$ cat src/rtl/mem_req_master_if.sv
// mem_req_master_if
// Bundles the three handshakes of the request master:
//   cmd_*  : command stream into the master (valid/ready, write flag, address, write data)
//   mem_*  : single-cycle request to the memory and its ready/read-data return
//   rsp_*  : read response stream out of the master (valid/ready, data, address)
//   err    : one-cycle pulse when a request is abandoned on timeout
//   busy   : master has queued or in-flight work
// Modport master is the request master's view; slave is the environment's view
// (command source, memory and response consumer together).
interface mem_req_master_if #(
  parameter int MEMORY_WIDTH  = 8,
  parameter int ADDRESS_WIDTH = 4
);
  logic                     cmd_valid;
  logic                     cmd_ready;
  logic                     cmd_wr;
  logic [ADDRESS_WIDTH-1:0] cmd_addr;
  logic [MEMORY_WIDTH-1:0]  cmd_wdata;

  logic                     mem_valid;
  logic                     mem_wr_rd_en;
  logic [ADDRESS_WIDTH-1:0] mem_addr;
  logic [MEMORY_WIDTH-1:0]  mem_wdata;
  logic [MEMORY_WIDTH-1:0]  mem_rdata;
  logic                     mem_ready;

  logic                     rsp_valid;
  logic                     rsp_ready;
  logic [MEMORY_WIDTH-1:0]  rsp_rdata;
  logic [ADDRESS_WIDTH-1:0] rsp_addr;

  logic                     err;
  logic                     busy;

  modport master (
    input  cmd_valid, cmd_wr, cmd_addr, cmd_wdata,
    output cmd_ready,
    output mem_valid, mem_wr_rd_en, mem_addr, mem_wdata,
    input  mem_rdata, mem_ready,
    output rsp_valid, rsp_rdata, rsp_addr,
    input  rsp_ready,
    output err, busy
  );

  modport slave (
    output cmd_valid, cmd_wr, cmd_addr, cmd_wdata,
    input  cmd_ready,
    input  mem_valid, mem_wr_rd_en, mem_addr, mem_wdata,
    output mem_rdata, mem_ready,
    input  rsp_valid, rsp_rdata, rsp_addr,
    output rsp_ready,
    input  err, busy
  );
endinterface

$ cat src/rtl/mem_req_master.sv
// mem_req_master
// Upstream request master for a valid/ready memory. Commands are queued in a
// small FIFO and issued one at a time as single-cycle memory requests; read data
// comes back on a backpressured response port, and requests the memory never
// acknowledges are abandoned after TIMEOUT wait cycles with a pulse on err.
// Ports:
//   clk_i  : clock, rising edge
//   rst_i  : asynchronous active-high reset
//   bus    : mem_req_master_if.master (cmd_*, mem_*, rsp_*, err, busy)
module mem_req_master #(
  parameter int MEMORY_WIDTH  = 8,
  parameter int MEMORY_DEPTH  = 16,
  parameter int ADDRESS_WIDTH = $clog2(MEMORY_DEPTH),
  parameter int FIFO_DEPTH    = 4,
  parameter int TIMEOUT       = 15
) (
  input  logic                  clk_i,
  input  logic                  rst_i,
  mem_req_master_if.master      bus
);
  localparam int PTR_W = $clog2(FIFO_DEPTH);
  localparam int CNT_W = $clog2(FIFO_DEPTH + 1);
  localparam int TMO_W = $clog2(TIMEOUT + 1);

  typedef struct packed {
    logic                     wr;
    logic [ADDRESS_WIDTH-1:0] addr;
    logic [MEMORY_WIDTH-1:0]  wdata;
  } cmd_t;

  typedef enum logic [1:0] {ST_IDLE, ST_ISSUE, ST_WAIT, ST_RESP} state_t;

  // ---------------- command FIFO ----------------
  cmd_t             fifo_mem [FIFO_DEPTH];
  logic [PTR_W-1:0] wr_ptr_reg, rd_ptr_reg;
  logic [CNT_W-1:0] count_reg;
  logic             full, empty, push, pop;
  cmd_t             cmd_in, head;

  assign full   = (count_reg == CNT_W'(FIFO_DEPTH));
  assign empty  = (count_reg == '0);
  assign push   = bus.cmd_valid && !full;
  assign cmd_in = '{wr: bus.cmd_wr, addr: bus.cmd_addr, wdata: bus.cmd_wdata};
  assign head   = fifo_mem[rd_ptr_reg];

  // Storage needs no reset: an entry is only read after it has been written.
  always_ff @(posedge clk_i) begin
    if (push) fifo_mem[wr_ptr_reg] <= cmd_in;
  end

  // FIFO_DEPTH is a power of two, so the pointers wrap by plain overflow.
  always_ff @(posedge clk_i or posedge rst_i) begin
    if (rst_i) begin
      wr_ptr_reg <= '0;
      rd_ptr_reg <= '0;
      count_reg  <= '0;
    end else begin
      if (push) wr_ptr_reg <= wr_ptr_reg + 1'b1;
      if (pop)  rd_ptr_reg <= rd_ptr_reg + 1'b1;
      case ({push, pop})
        2'b10:   count_reg <= count_reg + 1'b1;
        2'b01:   count_reg <= count_reg - 1'b1;
        default: count_reg <= count_reg;
      endcase
    end
  end

  // ---------------- request FSM ----------------
  state_t                   state_reg, state_next;
  logic                     mem_valid_reg, mem_valid_next;
  logic                     mem_wr_reg, mem_wr_next;
  logic [ADDRESS_WIDTH-1:0] mem_addr_reg, mem_addr_next;
  logic [MEMORY_WIDTH-1:0]  mem_wdata_reg, mem_wdata_next;
  logic                     rsp_valid_reg, rsp_valid_next;
  logic [MEMORY_WIDTH-1:0]  rsp_rdata_reg, rsp_rdata_next;
  logic [ADDRESS_WIDTH-1:0] rsp_addr_reg, rsp_addr_next;
  logic                     err_reg, err_next;
  logic [TMO_W-1:0]         tmo_reg, tmo_next;

  always_ff @(posedge clk_i or posedge rst_i) begin
    if (rst_i) begin
      state_reg     <= ST_IDLE;
      mem_valid_reg <= 1'b0;
      mem_wr_reg    <= 1'b0;
      mem_addr_reg  <= '0;
      mem_wdata_reg <= '0;
      rsp_valid_reg <= 1'b0;
      rsp_rdata_reg <= '0;
      rsp_addr_reg  <= '0;
      err_reg       <= 1'b0;
      tmo_reg       <= '0;
    end else begin
      state_reg     <= state_next;
      mem_valid_reg <= mem_valid_next;
      mem_wr_reg    <= mem_wr_next;
      mem_addr_reg  <= mem_addr_next;
      mem_wdata_reg <= mem_wdata_next;
      rsp_valid_reg <= rsp_valid_next;
      rsp_rdata_reg <= rsp_rdata_next;
      rsp_addr_reg  <= rsp_addr_next;
      err_reg       <= err_next;
      tmo_reg       <= tmo_next;
    end
  end

  always_comb begin
    state_next     = state_reg;
    mem_valid_next = mem_valid_reg;
    mem_wr_next    = mem_wr_reg;
    mem_addr_next  = mem_addr_reg;
    mem_wdata_next = mem_wdata_reg;
    rsp_valid_next = rsp_valid_reg;
    rsp_rdata_next = rsp_rdata_reg;
    rsp_addr_next  = rsp_addr_reg;
    err_next       = 1'b0;
    tmo_next       = tmo_reg;
    pop            = 1'b0;

    case (state_reg)
      ST_IDLE: begin
        if (!empty) begin
          pop            = 1'b1;
          mem_wr_next    = head.wr;
          mem_addr_next  = head.addr;
          mem_wdata_next = head.wdata;
          mem_valid_next = 1'b1;
          state_next     = ST_ISSUE;
        end
      end
      ST_ISSUE: begin
        // The memory samples the strobe at this edge; request fields stay put.
        mem_valid_next = 1'b0;
        tmo_next       = '0;
        state_next     = ST_WAIT;
      end
      ST_WAIT: begin
        if (bus.mem_ready) begin
          if (mem_wr_reg) begin
            state_next = ST_IDLE;
          end else begin
            rsp_rdata_next = bus.mem_rdata;
            rsp_addr_next  = mem_addr_reg;
            rsp_valid_next = 1'b1;
            state_next     = ST_RESP;
          end
        end else begin
          tmo_next = tmo_reg + 1'b1;
          // Abort on the TIMEOUT-th silent cycle; the counter stops at TIMEOUT.
          if (tmo_reg == TMO_W'(TIMEOUT - 1)) begin
            err_next   = 1'b1;
            state_next = ST_IDLE;
          end
        end
      end
      ST_RESP: begin
        if (bus.rsp_ready) begin
          rsp_valid_next = 1'b0;
          state_next     = ST_IDLE;
        end
      end
      default: state_next = ST_IDLE;
    endcase
  end

  assign bus.cmd_ready    = !full;
  assign bus.mem_valid    = mem_valid_reg;
  assign bus.mem_wr_rd_en = mem_wr_reg;
  assign bus.mem_addr     = mem_addr_reg;
  assign bus.mem_wdata    = mem_wdata_reg;
  assign bus.rsp_valid    = rsp_valid_reg;
  assign bus.rsp_rdata    = rsp_rdata_reg;
  assign bus.rsp_addr     = rsp_addr_reg;
  assign bus.err          = err_reg;
  assign bus.busy         = (state_reg != ST_IDLE) || !empty;
endmodule

$ cat src/flat_wrapper.sv
// flat-port wrapper written by rule: the top's interface ports become plain ports
module mem_req_master_flat 
#(
  parameter int MEMORY_WIDTH  = 8,
  parameter int MEMORY_DEPTH  = 16,
  parameter int ADDRESS_WIDTH = $clog2(MEMORY_DEPTH),
  parameter int FIFO_DEPTH    = 4,
  parameter int TIMEOUT       = 15
)
  (clk_i, rst_i, bus_cmd_valid, bus_cmd_wr, bus_cmd_addr, bus_cmd_wdata, bus_cmd_ready, bus_mem_valid, bus_mem_wr_rd_en, bus_mem_addr, bus_mem_wdata, bus_mem_rdata, bus_mem_ready, bus_rsp_valid, bus_rsp_rdata, bus_rsp_addr, bus_rsp_ready, bus_err, bus_busy);
  mem_req_master_if #(.MEMORY_WIDTH(MEMORY_WIDTH), .ADDRESS_WIDTH(ADDRESS_WIDTH)) bus_i ();
  input  logic clk_i;
  input  logic rst_i;
  input wire logic [$bits(bus_i.cmd_valid)-1:0] bus_cmd_valid;
  input wire logic [$bits(bus_i.cmd_wr)-1:0] bus_cmd_wr;
  input wire logic [$bits(bus_i.cmd_addr)-1:0] bus_cmd_addr;
  input wire logic [$bits(bus_i.cmd_wdata)-1:0] bus_cmd_wdata;
  output wire logic [$bits(bus_i.cmd_ready)-1:0] bus_cmd_ready;
  output wire logic [$bits(bus_i.mem_valid)-1:0] bus_mem_valid;
  output wire logic [$bits(bus_i.mem_wr_rd_en)-1:0] bus_mem_wr_rd_en;
  output wire logic [$bits(bus_i.mem_addr)-1:0] bus_mem_addr;
  output wire logic [$bits(bus_i.mem_wdata)-1:0] bus_mem_wdata;
  input wire logic [$bits(bus_i.mem_rdata)-1:0] bus_mem_rdata;
  input wire logic [$bits(bus_i.mem_ready)-1:0] bus_mem_ready;
  output wire logic [$bits(bus_i.rsp_valid)-1:0] bus_rsp_valid;
  output wire logic [$bits(bus_i.rsp_rdata)-1:0] bus_rsp_rdata;
  output wire logic [$bits(bus_i.rsp_addr)-1:0] bus_rsp_addr;
  input wire logic [$bits(bus_i.rsp_ready)-1:0] bus_rsp_ready;
  output wire logic [$bits(bus_i.err)-1:0] bus_err;
  output wire logic [$bits(bus_i.busy)-1:0] bus_busy;
  assign bus_i.cmd_valid = bus_cmd_valid;
  assign bus_i.cmd_wr = bus_cmd_wr;
  assign bus_i.cmd_addr = bus_cmd_addr;
  assign bus_i.cmd_wdata = bus_cmd_wdata;
  assign bus_cmd_ready = bus_i.cmd_ready;
  assign bus_mem_valid = bus_i.mem_valid;
  assign bus_mem_wr_rd_en = bus_i.mem_wr_rd_en;
  assign bus_mem_addr = bus_i.mem_addr;
  assign bus_mem_wdata = bus_i.mem_wdata;
  assign bus_i.mem_rdata = bus_mem_rdata;
  assign bus_i.mem_ready = bus_mem_ready;
  assign bus_rsp_valid = bus_i.rsp_valid;
  assign bus_rsp_rdata = bus_i.rsp_rdata;
  assign bus_rsp_addr = bus_i.rsp_addr;
  assign bus_i.rsp_ready = bus_rsp_ready;
  assign bus_err = bus_i.err;
  assign bus_busy = bus_i.busy;
  mem_req_master #(.MEMORY_WIDTH(MEMORY_WIDTH), .MEMORY_DEPTH(MEMORY_DEPTH), .ADDRESS_WIDTH(ADDRESS_WIDTH), .FIFO_DEPTH(FIFO_DEPTH), .TIMEOUT(TIMEOUT)) u_core (.clk_i(clk_i), .rst_i(rst_i), .bus(bus_i));
endmodule
$ cat config.mk
export PLATFORM = sky130hd
export DESIGN_NAME = mem_req_master_flat
export DESIGN_NICKNAME = d
export VERILOG_FILES = /design/src/rtl/mem_req_master_if.sv /design/src/rtl/mem_req_master.sv /design/src/flat_wrapper.sv
export SDC_FILE = /design/constraint.sdc
export NUM_CORES = 1
export LEC_CHECK = 0
export CORE_MARGIN = 5
export CORE_UTILIZATION = 53
export DETAILED_ROUTE_END_ITERATION = 8
export PLACE_DENSITY = 0.84
export SYNTH_ARGS = -nofsm -noshare
export SYNTH_HDL_FRONTEND = slang
export SYNTH_SLANG_ARGS = --single-unit
export TNS_END_PERCENT = 100
$ cat constraint.sdc
create_clock -name clk_i -period 2.4 [get_ports clk_i]
set_input_delay 0.36 -clock clk_i [delete_from_list [all_inputs] [get_ports clk_i]]
set_output_delay 0.36 -clock clk_i [all_outputs]
set_load 0.005 [all_outputs]
==> results.json <==
{
  "grt_first_pass_wirelength_microns": 10920,
  "cts.clk_slew.worst_paths_ps": 90,
  "cts_buffer_depth": 2,
  "drive_above_1_share_pct": 23.84,
  "place_ws_ps": 281.4,
  "criticalPathCategory": "reg2out",
  "fmaxAchievable_ghz": 0.4737,
  "drt_iter0_drc": 128,
  "intPower_w": 0.004071,
  "cts_resized": 0,
  "status": "completed",
  "dieArea_sq_um": 8823,
  "fin_worst_skew_ps": 7.583,
  "post-route-period-util_pct": 87.96,
  "die_w_microns": 93.93,
  "antenna_found_initial": 0,
  "post-cts-setup-buffer-count": 0,
  "ys_ff_latch": 93,
  "cts_tree": "built",
  "ys_seq_area_share_pct": 69.30,
  "initial_core_util_pct": 54.65,
  "p_leak_nw": 1.755,
  "overflow": 0,
  "hold_violations": 0,
  "area_growth_pct": 23.73,
  "maxSlewHeadroom_pct": 57.71,
  "maxCapViolations": 0,
  "avgRoutedWirePerCell_microns": 17.36,
  "ant_nets": 0,
  "setup_violations": 0,
  "avgSynthCellArea_sq_um": 17.78,
  "pwr_density_cell_nw_per_um2": 1237,
  "peakVddDrop_uv": 624.3,
  "insertion_delay_ps": 350,
  "post-route-min-period_ps": 2111,
  "setup_ws_ps": 289.1,
  "mostFrequentLayoutCells": "clkdlybuf4s50_1, edfxtp_1, dfrtp_1",
  "worst-path-max-fanout": 4,
  "layout_commonest_cell": "clkdlybuf4s50_1",
  "clkSinkCount": 93,
  "n_antenna_cell": 0,
  "cp_data_required_time_ps": 2040,
  "synthCells": 210,
  "rows": 30,
  "seq_power_share_pct": 44.6,
  "nNetsFinal": 310,
  "ios": 56,
  "ys_async_sr_fraction_pct": 44.09,
  "vias_per_cell": 5.292,
  "synth_nets": 244,
  "drv_slew": 0,
  "tightest_slew_ps": 634.4,
  "synth_area_sq_um": 3734,
  "combPwrFrac_pct": 35.8,
  "critPathLaunchType": "flop",
  "p_switching_w": 0.001645,
  "yosysUniqueCellTypes": 36,
  "grt_use_total_pct": 16.66,
  "yosysWarnings": 0,
  "clkPwrFrac_pct": 19.6,
  "hold_class": "in2async",
  "end_kind": "primary output",
  "die-height_microns": 93.93,
  "hold_buffers": 0,
  "dr_total_vias": 1995,
  "synth_edf_count": 52,
  "drc": 0,
  "grt_max_degree": 24,
  "wl_microns": 6546,
  "largest_register_ffs": 52,
  "firstDrtPassIters": 4,
  "p_sw_share_pct": 28.78,
  "htreeDepth": 3,
  "port_buffers": 55,
  "grt_pass1_vias": 2165,
  "hpwl_microns": 4532,
  "coreArea_sq_um": 6832,
  "cts-root-buf": "clkbuf_8",
  "rsz0062_at_grt": "no",
  "fin_tns_setup_ps": 0,
  "cts-buffers-inserted": 9,
  "place_congestion": 0.8837,
  "cp_data_arrival_time_ps": 1750,
  "synthFlopType": "edfxtp_1"
}
-- per-stage QoR --
| stage | total power (W) | std cells | hold slack (ps) | utilization (%) | area (sq um) |
|---|---|---|---|---|---|
| after global placement | 0.004552 | 361 | 482.1 | 64.38 | 4398 |
| final | 0.005715 | 377 | 344.2 | 67.62 | 4619 |
| after detailed placement | 0.004673 | 361 | 480.0 | 64.38 | 4398 |
| after CTS | 0.005802 | 377 | 348.8 | 67.62 | 4619 |
| after global routing | 0.006107 | 377 | 378.3 | 67.62 | 4619 |
| after floorplan | 0.003808 | 210 | 454.9 | - | 3734 |
-- synth_stat cells, types with 4 or more instances --
master	n	area (sq um)
edfxtp_1	52	1562
xnor2_1	5	43.79
ha_1	7	87.58
nand2_1	8	30.03
mux2_2	27	304.0
and3_1	4	25.02
a21oi_1	4	20.02
dfrtp_1	41	1026
mux4_2	11	247.7
nor2_1	4	15.01
inv_1	8	30.03
-- final timing paths --
check                                     from                      to  slack (ps)  cells after the start
setup reg to reg           u_core.count_reg[0]     u_core.count_reg[1]         310                      5
setup / recovery           u_core.count_reg[0]                bus_busy         290                      4
hold / removal                           rst_i  u_core.bus.mem_addr[1]         340                      2
hold reg to reg            u_core.count_reg[2]     u_core.count_reg[2]         500                      1
max in group asynchronous                rst_i    u_core.rd_ptr_reg[0]        1510                      3
min in group clk_i         u_core.count_reg[2]     u_core.count_reg[2]         500                      1
-- worst max-delay path: stages, from the launching register on --
cell and delay [ps]:
dfrtp_1 440, nor3_1 270, buf_4 170, nand2_1 60
clkdlybuf4s50_1 460
-- power groups by stage --
stage                     registers [W]  logic, W  clock network [W]
after floorplan                 0.00249   0.00132                  0
after global placement          0.00256   0.00199                  0
after detailed placement        0.00259   0.00208                  0
after CTS                       0.00256   0.00210            0.00115
after global routing            0.00262   0.00226            0.00122
final                           0.00255   0.00205            0.00112
-- final cells by class --
type	instances	area (sq um)
fill	486	2212
sequential	93	2587
multi-input combinational	98	1027
inverter	8	30.03
tap	96	120.1
clock inverter	6	93.84
clock buffer	10	127.6
timing repair buffer	66	633.1
-- logic make-up (layout without fill, tap and decap cells) --
kind of cell | count (synthesis) | count (layout) | share of synthesized area [%]
compound gates | 14 | 14 | 2.547
xor+xnor | 6 | 6 | 1.407
fa+ha+maj | 8 | 8 | 2.882
buf+inv | 19 | 90 | 3.184
flops | 93 | 93 | 69.30
mux | 40 | 40 | 16.19
simple gates | 30 | 30 | 4.491
-- routing by layer --
metal,up-vias,wire length (microns),global-route usage [%]
li1,924,-,-
met1,1001,2657,20.10
met2,60,3358,28.09
met3,10,430,6.170
met4,0,100,4.693
met5,-,0,0
Note: power is estimated with default switching activity, not from simulation.
